<file path="config.mk">
export PLATFORM = sky130hd
export DESIGN_NAME = multicycle_control
export DESIGN_NICKNAME = d
export VERILOG_FILES = /design/src/rtl/mc_ctrl_pkg.sv /design/src/rtl/mc_opcode_decode.sv /design/src/rtl/multicycle_control.sv
export SDC_FILE = /design/constraint.sdc
export NUM_CORES = 1
export LEC_CHECK = 0
export BUFFER_PORTS_ARGS = -buffer_cell sky130_fd_sc_hd__buf_2
export CAP_MARGIN = 20
export CELL_PAD_IN_SITES_DETAIL_PLACEMENT = 1
export CELL_PAD_IN_SITES_GLOBAL_PLACEMENT = 1
export CORE_MARGIN = 1.5
export CORE_UTILIZATION = 28
export DETAILED_ROUTE_END_ITERATION = 6
export PLACE_DENSITY = 0.88
export SLEW_MARGIN = 0
export SYNTH_ARGS = -nofsm -noshare
export SYNTH_HDL_FRONTEND = slang
export SYNTH_SLANG_ARGS = --single-unit
</file>
<file path="constraint.sdc">
create_clock -name clock -period 2.95 [get_ports clock]
set_input_delay 0 -clock clock [delete_from_list [all_inputs] [get_ports clock]]
set_output_delay 0 -clock clock [all_outputs]
set_load 0.01 [all_outputs]
</file>
<file path="src/rtl/mc_ctrl_pkg.sv">
// Shared types and constants for the multicycle control unit:
// FSM state enum, opcode values, ALUSrcB codes and the opcode class bundle.
package mc_ctrl_pkg;

    typedef enum logic [3:0] {
        FETCH,
        DECODE,
        MEMADR,
        MEMRD,
        MEMWB,
        MEMWR,
        EXEC,
        ALUWB,
        BRANCH,
        JUMP
    } state_t;

    localparam logic [5:0] OP_AND  = 6'b100000;
    localparam logic [5:0] OP_LW   = 6'b100011;
    localparam logic [5:0] OP_SW   = 6'b101011;
    localparam logic [5:0] OP_JR   = 6'b001000;
    localparam logic [5:0] OP_JAL  = 6'b000011;
    localparam logic [5:0] OP_NOR  = 6'b100110;
    localparam logic [5:0] OP_NORI = 6'b001110;
    localparam logic [5:0] OP_NOT  = 6'b000100;
    localparam logic [5:0] OP_BLEU = 6'b010000;
    localparam logic [5:0] OP_ROLV = 6'b000000;
    localparam logic [5:0] OP_RORV = 6'b000010;

    localparam logic [1:0] ALUSRCB_REG  = 2'b00;
    localparam logic [1:0] ALUSRCB_FOUR = 2'b01;
    localparam logic [1:0] ALUSRCB_IMM  = 2'b10;

    localparam logic [4:0] ALU_ADD = 5'b11111;

    // One-hot instruction class; all zero means undecodable.
    typedef struct packed {
        logic ld;
        logic st;
        logic rtype;
        logic itype;
        logic branch;
        logic jr;
        logic jal;
    } op_class_t;

endpackage

</file>
<file path="src/rtl/mc_opcode_decode.sv">
// Combinational opcode classifier: maps the 6-bit opcode onto a one-hot
// class bundle. Ports: opcode in; cls (one-hot class), illegal out.
module mc_opcode_decode
    import mc_ctrl_pkg::*;
(
    input  logic [5:0] opcode,
    output op_class_t  cls,
    output logic       illegal
);

    always_comb begin
        cls     = '0;
        illegal = 1'b0;
        unique case (opcode)
            OP_AND, OP_NOR, OP_NOT,
            OP_ROLV, OP_RORV: cls.rtype  = 1'b1;
            OP_NORI:          cls.itype  = 1'b1;
            OP_LW:            cls.ld     = 1'b1;
            OP_SW:            cls.st     = 1'b1;
            OP_BLEU:          cls.branch = 1'b1;
            OP_JR:            cls.jr     = 1'b1;
            OP_JAL:           cls.jal    = 1'b1;
            default:          illegal    = 1'b1;
        endcase
    end

endmodule

</file>
<file path="src/rtl/multicycle_control.sv">
// Multicycle control FSM: sequences FETCH/DECODE/EXECUTE/MEM/WRITEBACK with
// MEM_LAT-cycle memory accesses, run gating and a sticky illegal-opcode flag.
// Ports: clock, reset (sync, high), run, ins in; datapath selects/enables,
// ALUControl, illegal and state (debug) out.
module multicycle_control
    import mc_ctrl_pkg::*;
#(
    parameter int INS_W   = 32,
    parameter int ALU_W   = 5,
    parameter int MEM_LAT = 1
) (
    input  logic             clock,
    input  logic             reset,
    input  logic             run,
    input  logic [INS_W-1:0] ins,
    output logic             PCWrite,
    output logic             IorD,
    output logic             IRWrite,
    output logic             ALUSrcA,
    output logic [1:0]       ALUSrcB,
    output logic [ALU_W-1:0] ALUControl,
    output logic             memToReg,
    output logic             memWrite,
    output logic             branchEnable,
    output logic             regDst,
    output logic             regWriteEnable,
    output logic             jump,
    output logic             jumpReg,
    output logic             illegal,
    output logic [3:0]       state
);

    localparam int CNT_W = (MEM_LAT > 1) ? $clog2(MEM_LAT) : 1;
    localparam logic [CNT_W-1:0] CNT_LAST = CNT_W'(MEM_LAT - 1);
    localparam logic [ALU_W-1:0] ADD_OP = ALU_W'(ALU_ADD);

    state_t           state_q, state_d;
    logic [CNT_W-1:0] cnt_q, cnt_d;
    logic             ill_q, ill_d;
    logic [5:0]       opcode;
    logic [ALU_W-1:0] alu_f;
    op_class_t        cls;
    logic             op_ill;
    logic             last;
    logic             unused_ins;

    assign opcode     = ins[INS_W-1 -: 6];
    assign alu_f      = ins[INS_W-1 -: ALU_W];
    assign unused_ins = ^ins[INS_W-7:0];
    assign last       = (cnt_q == CNT_LAST);

    mc_opcode_decode u_dec (
        .opcode  (opcode),
        .cls     (cls),
        .illegal (op_ill)
    );

    always_ff @(posedge clock) begin
        if (reset) begin
            state_q <= FETCH;
            cnt_q   <= '0;
            ill_q   <= 1'b0;
        end else begin
            state_q <= state_d;
            cnt_q   <= cnt_d;
            ill_q   <= ill_d;
        end
    end

    // Counter only advances in memory states; it wraps to 0 on the
    // final access cycle so the next access starts clean.
    always_comb begin
        state_d = state_q;
        cnt_d   = cnt_q;
        ill_d   = ill_q;
        if (run) begin
            unique case (state_q)
                FETCH: begin
                    if (last) begin
                        state_d = DECODE;
                        cnt_d   = '0;
                    end else begin
                        cnt_d = cnt_q + 1'b1;
                    end
                end
                DECODE: begin
                    if (op_ill) begin
                        state_d = FETCH;
                        ill_d   = 1'b1;
                    end else begin
                        unique case (1'b1)
                            cls.ld, cls.st:
                                state_d = MEMADR;
                            cls.rtype, cls.itype:
                                state_d = EXEC;
                            cls.branch:
                                state_d = BRANCH;
                            cls.jr, cls.jal:
                                state_d = JUMP;
                            default:
                                state_d = FETCH;
                        endcase
                    end
                end
                MEMADR: state_d = cls.ld ? MEMRD : MEMWR;
                MEMRD, MEMWR: begin
                    if (last) begin
                        state_d = (state_q == MEMRD)
                                ? MEMWB : FETCH;
                        cnt_d   = '0;
                    end else begin
                        cnt_d = cnt_q + 1'b1;
                    end
                end
                EXEC:   state_d = ALUWB;
                ALUWB, MEMWB,
                BRANCH, JUMP: state_d = FETCH;
                default: state_d = FETCH;
            endcase
        end
    end

    // Moore output decode; everything is held at 0 while reset is high.
    always_comb begin
        PCWrite        = 1'b0;
        IorD           = 1'b0;
        IRWrite        = 1'b0;
        ALUSrcA        = 1'b0;
        ALUSrcB        = ALUSRCB_REG;
        ALUControl     = '0;
        memToReg       = 1'b0;
        memWrite       = 1'b0;
        branchEnable   = 1'b0;
        regDst         = 1'b0;
        regWriteEnable = 1'b0;
        jump           = 1'b0;
        jumpReg        = 1'b0;
        illegal        = 1'b0;
        state          = '0;
        if (!reset) begin
            state   = state_q;
            illegal = ill_q;
            unique case (state_q)
                FETCH: begin
                    ALUSrcB    = ALUSRCB_FOUR;
                    ALUControl = ADD_OP;
                    IRWrite    = last;
                    PCWrite    = last;
                end
                DECODE: ALUControl = alu_f;
                MEMADR: begin
                    ALUSrcA    = 1'b1;
                    ALUSrcB    = ALUSRCB_IMM;
                    ALUControl = ADD_OP;
                end
                MEMRD: IorD = 1'b1;
                MEMWB: begin
                    memToReg       = 1'b1;
                    regWriteEnable = 1'b1;
                end
                MEMWR: begin
                    IorD     = 1'b1;
                    memWrite = last;
                end
                EXEC: begin
                    ALUSrcA    = 1'b1;
                    ALUSrcB    = cls.itype ? ALUSRCB_IMM
                                           : ALUSRCB_REG;
                    ALUControl = alu_f;
                end
                ALUWB: begin
                    regWriteEnable = 1'b1;
                    regDst         = cls.rtype;
                end
                BRANCH: begin
                    ALUSrcA      = 1'b1;
                    ALUSrcB      = ALUSRCB_REG;
                    ALUControl   = alu_f;
                    branchEnable = 1'b1;
                end
                JUMP: begin
                    jump           = 1'b1;
                    jumpReg        = cls.jr;
                    regWriteEnable = cls.jal;
                end
                default: ;
            endcase
            // Stalled cycles must not commit anything.
            if (!run) begin
                PCWrite        = 1'b0;
                IRWrite        = 1'b0;
                memWrite       = 1'b0;
                regWriteEnable = 1'b0;
                branchEnable   = 1'b0;
            end
        end
    end

endmodule

</file>
==> run metrics <==
final WL 2770 um; CP Class flip-flop to output port; initial DRC count 17; total power 267 uW; Mapped Area 832 um2; Hold Crit Class input pin to flip-flop; syn avg cell area 6.45 um2; ANT nets after route 0; layout cells sized above 1 0.260; async set-reset flop share out of synthesis 0; antenna diode count 0; Design Area, Final 970 um2; Synth Net Count 164; # IOs 58; drc violations 0; flops & latches, synth 5; Die Width 57.5 um; TritonRoute pass-1 iters 4; vias per cell 5.65; mux cell area share after synthesis 0.0241; number of synthesized flops with an enable pin 0; nets 186; Netlist cell types 43; Hold Slack 143 ps; Synth Area in Simple Gates 0.392; WL/cell 15.3 um; Top FF cell, synth dfxtp_1; Slew Limit Fails 0; num rows 19; synthesized instance count 129; Synth Area in XOR/XNOR 0.0316; placed inst area 943 um2; Multi-input gate area 627 um2; total die area 3310 um2; Max Cap Viol 0; core area 2780 um2; measured slew at the worst slew-check pin 434 ps; Root Driver clkbuf_4; Synth Area in Compound Gates 0.293; first-pass GRT wire length 4640 um; Adder-Cell Fraction of Synth Area 0.0120; Worst slew margin 0.703; antenna violations before repair 0; CTS Buffer Depth 2; initial core utilization 0.299; largest family of logic cells by synthesized area simple AND/OR/NAND/NOR gates; number of clock sinks seen by CTS 5; unrepaired setup endpoints after global routing no; Startpoint Class flip-flop; PwrDens 276 nW/um2; gr ovfl total 0; Clock Skew 3.11 ps; register-to-register setup slack 1090 ps; most frequent cells in the layout buf_2, nand2_1, a21oi_1, nor2_1, nor3_1; crit path DAT 1920 ps; CP Max Fanout 13; VDD IR max 146 uV; area grow syn2layout 16.5%; Ys Warns 0; port buffer count 31; vias in the first global route 1007; fmax 520 MHz; GRT Util Overall 0.177; Die Span Y 57.5 um; Final min period 1920 ps; post-synthesis sequential area ratio 0.120; vias 1023; Hold-fix buffers, CTS 0; Setup-failing EPs final 0; Resized cells post-CTS 0; Crit. End Element output port; Required @ worst endpoint 2950 ps; CTS tree built; most common cell after layout, fill and taps aside buf_2; fillers 367; status completed; worst-skew pair later-pin latency 250 ps; post-DP HPWL 2030 um; largest net degree at the start of global routing 21; Worst-path clk slew 50 ps; routability cong. 0.885; postcts setup bufs 0; P_leak 0.461 nW; FF+latch area 100 um2; Hold Vio Cnt, Final 0; fin crit share 0.651; CTS buffer count 3; CTS H-Tree Depth 1; Setup Total Neg Slack 0 ps
-- area by class of cell --
cell class | instances | share of cell area
Tap cell | 31 | 0.0400
Multi-Input combinational cell | 104 | 0.646
Inverter | 6 | 0.0232
Timing Repair Buffer | 31 | 0.160
Clock buffer | 4 | 0.0271
Sequential cell | 5 | 0.103
-- synthesized netlist by cell type, types with 2 or more instances --
library cell,n,area [um2]
nor2_1,12,45.0
clkbuf_1,7,26.3
mux2i_1,2,20.0
inv_1,5,18.8
a211oi_1,3,22.5
nor3_1,7,35.0
o21ai_0,3,15.0
a21o_1,6,45.0
dfxtp_1,5,100
nor2b_1,5,31.3
nand2_1,19,71.3
nor4_1,5,31.3
buf_4,5,37.5
a21oi_1,12,60.1
nand2b_1,2,12.5
xor2_1,2,17.5
o22ai_1,3,18.8
-- per-stage QoR --
stage,instances,worst slack (ps),utilization
2_1_floorplan,129,1360,-
3_3_place_gp,177,1160,0.339
3_5_place_dp,177,1110,0.339
4_1_cts,181,1010,0.349
5_1_grt,181,909,0.349
6_report,181,1030,0.349
-- flip-flops by register name, summed over array words and instances, names as in the netlist --
register  cells
state_q       4
ill_q         1
-- layer usage --
metal  global-route usage  part of all wire  vias to the layer above
met3               0.0204             0.040                        6
met5                    0                 0                        -
met4               0.0797             0.022                        0
met1                0.234              0.46                      487
li1                     -                 -                      503
met2                0.289              0.48                       27
-- kinds of logic after synthesis --
kind of cell    Yosys count
simple gates             62
fa+ha+maj                 1
mux                       2
xor+xnor                  3
flops                     5
buf+inv                  20
compound gates           36
-- worst max-delay path, stage by stage, from the launching register on --
cell	delay, ps
dfxtp_1	540
nor2b_1	230
nand2_1	120
or4_1	470
nor3_1	150
buf_2	150
-- worst paths after layout --
check | start | end | cells past startpoint
setup reg to reg | state_q[1] | state_q[1] | 4
setup / recovery | state_q[0] | regDst | 5
hold reg to reg | ill_q | ill_q | 2
hold / removal | run | state_q[3] | 4
-- where the power goes --
| part | switching, mW | leakage, nW | internal, mW |
|---|---|---|---|
| combinational | 0.0652 | 0.406 | 0.0399 |
| sequential | 0.00755 | 0.0408 | 0.0711 |
| clock | 0.0323 | 0.0150 | 0.0514 |
| total | 0.105 | 0.461 | 0.162 |
Note: power is estimated with default switching activity, not from simulation.
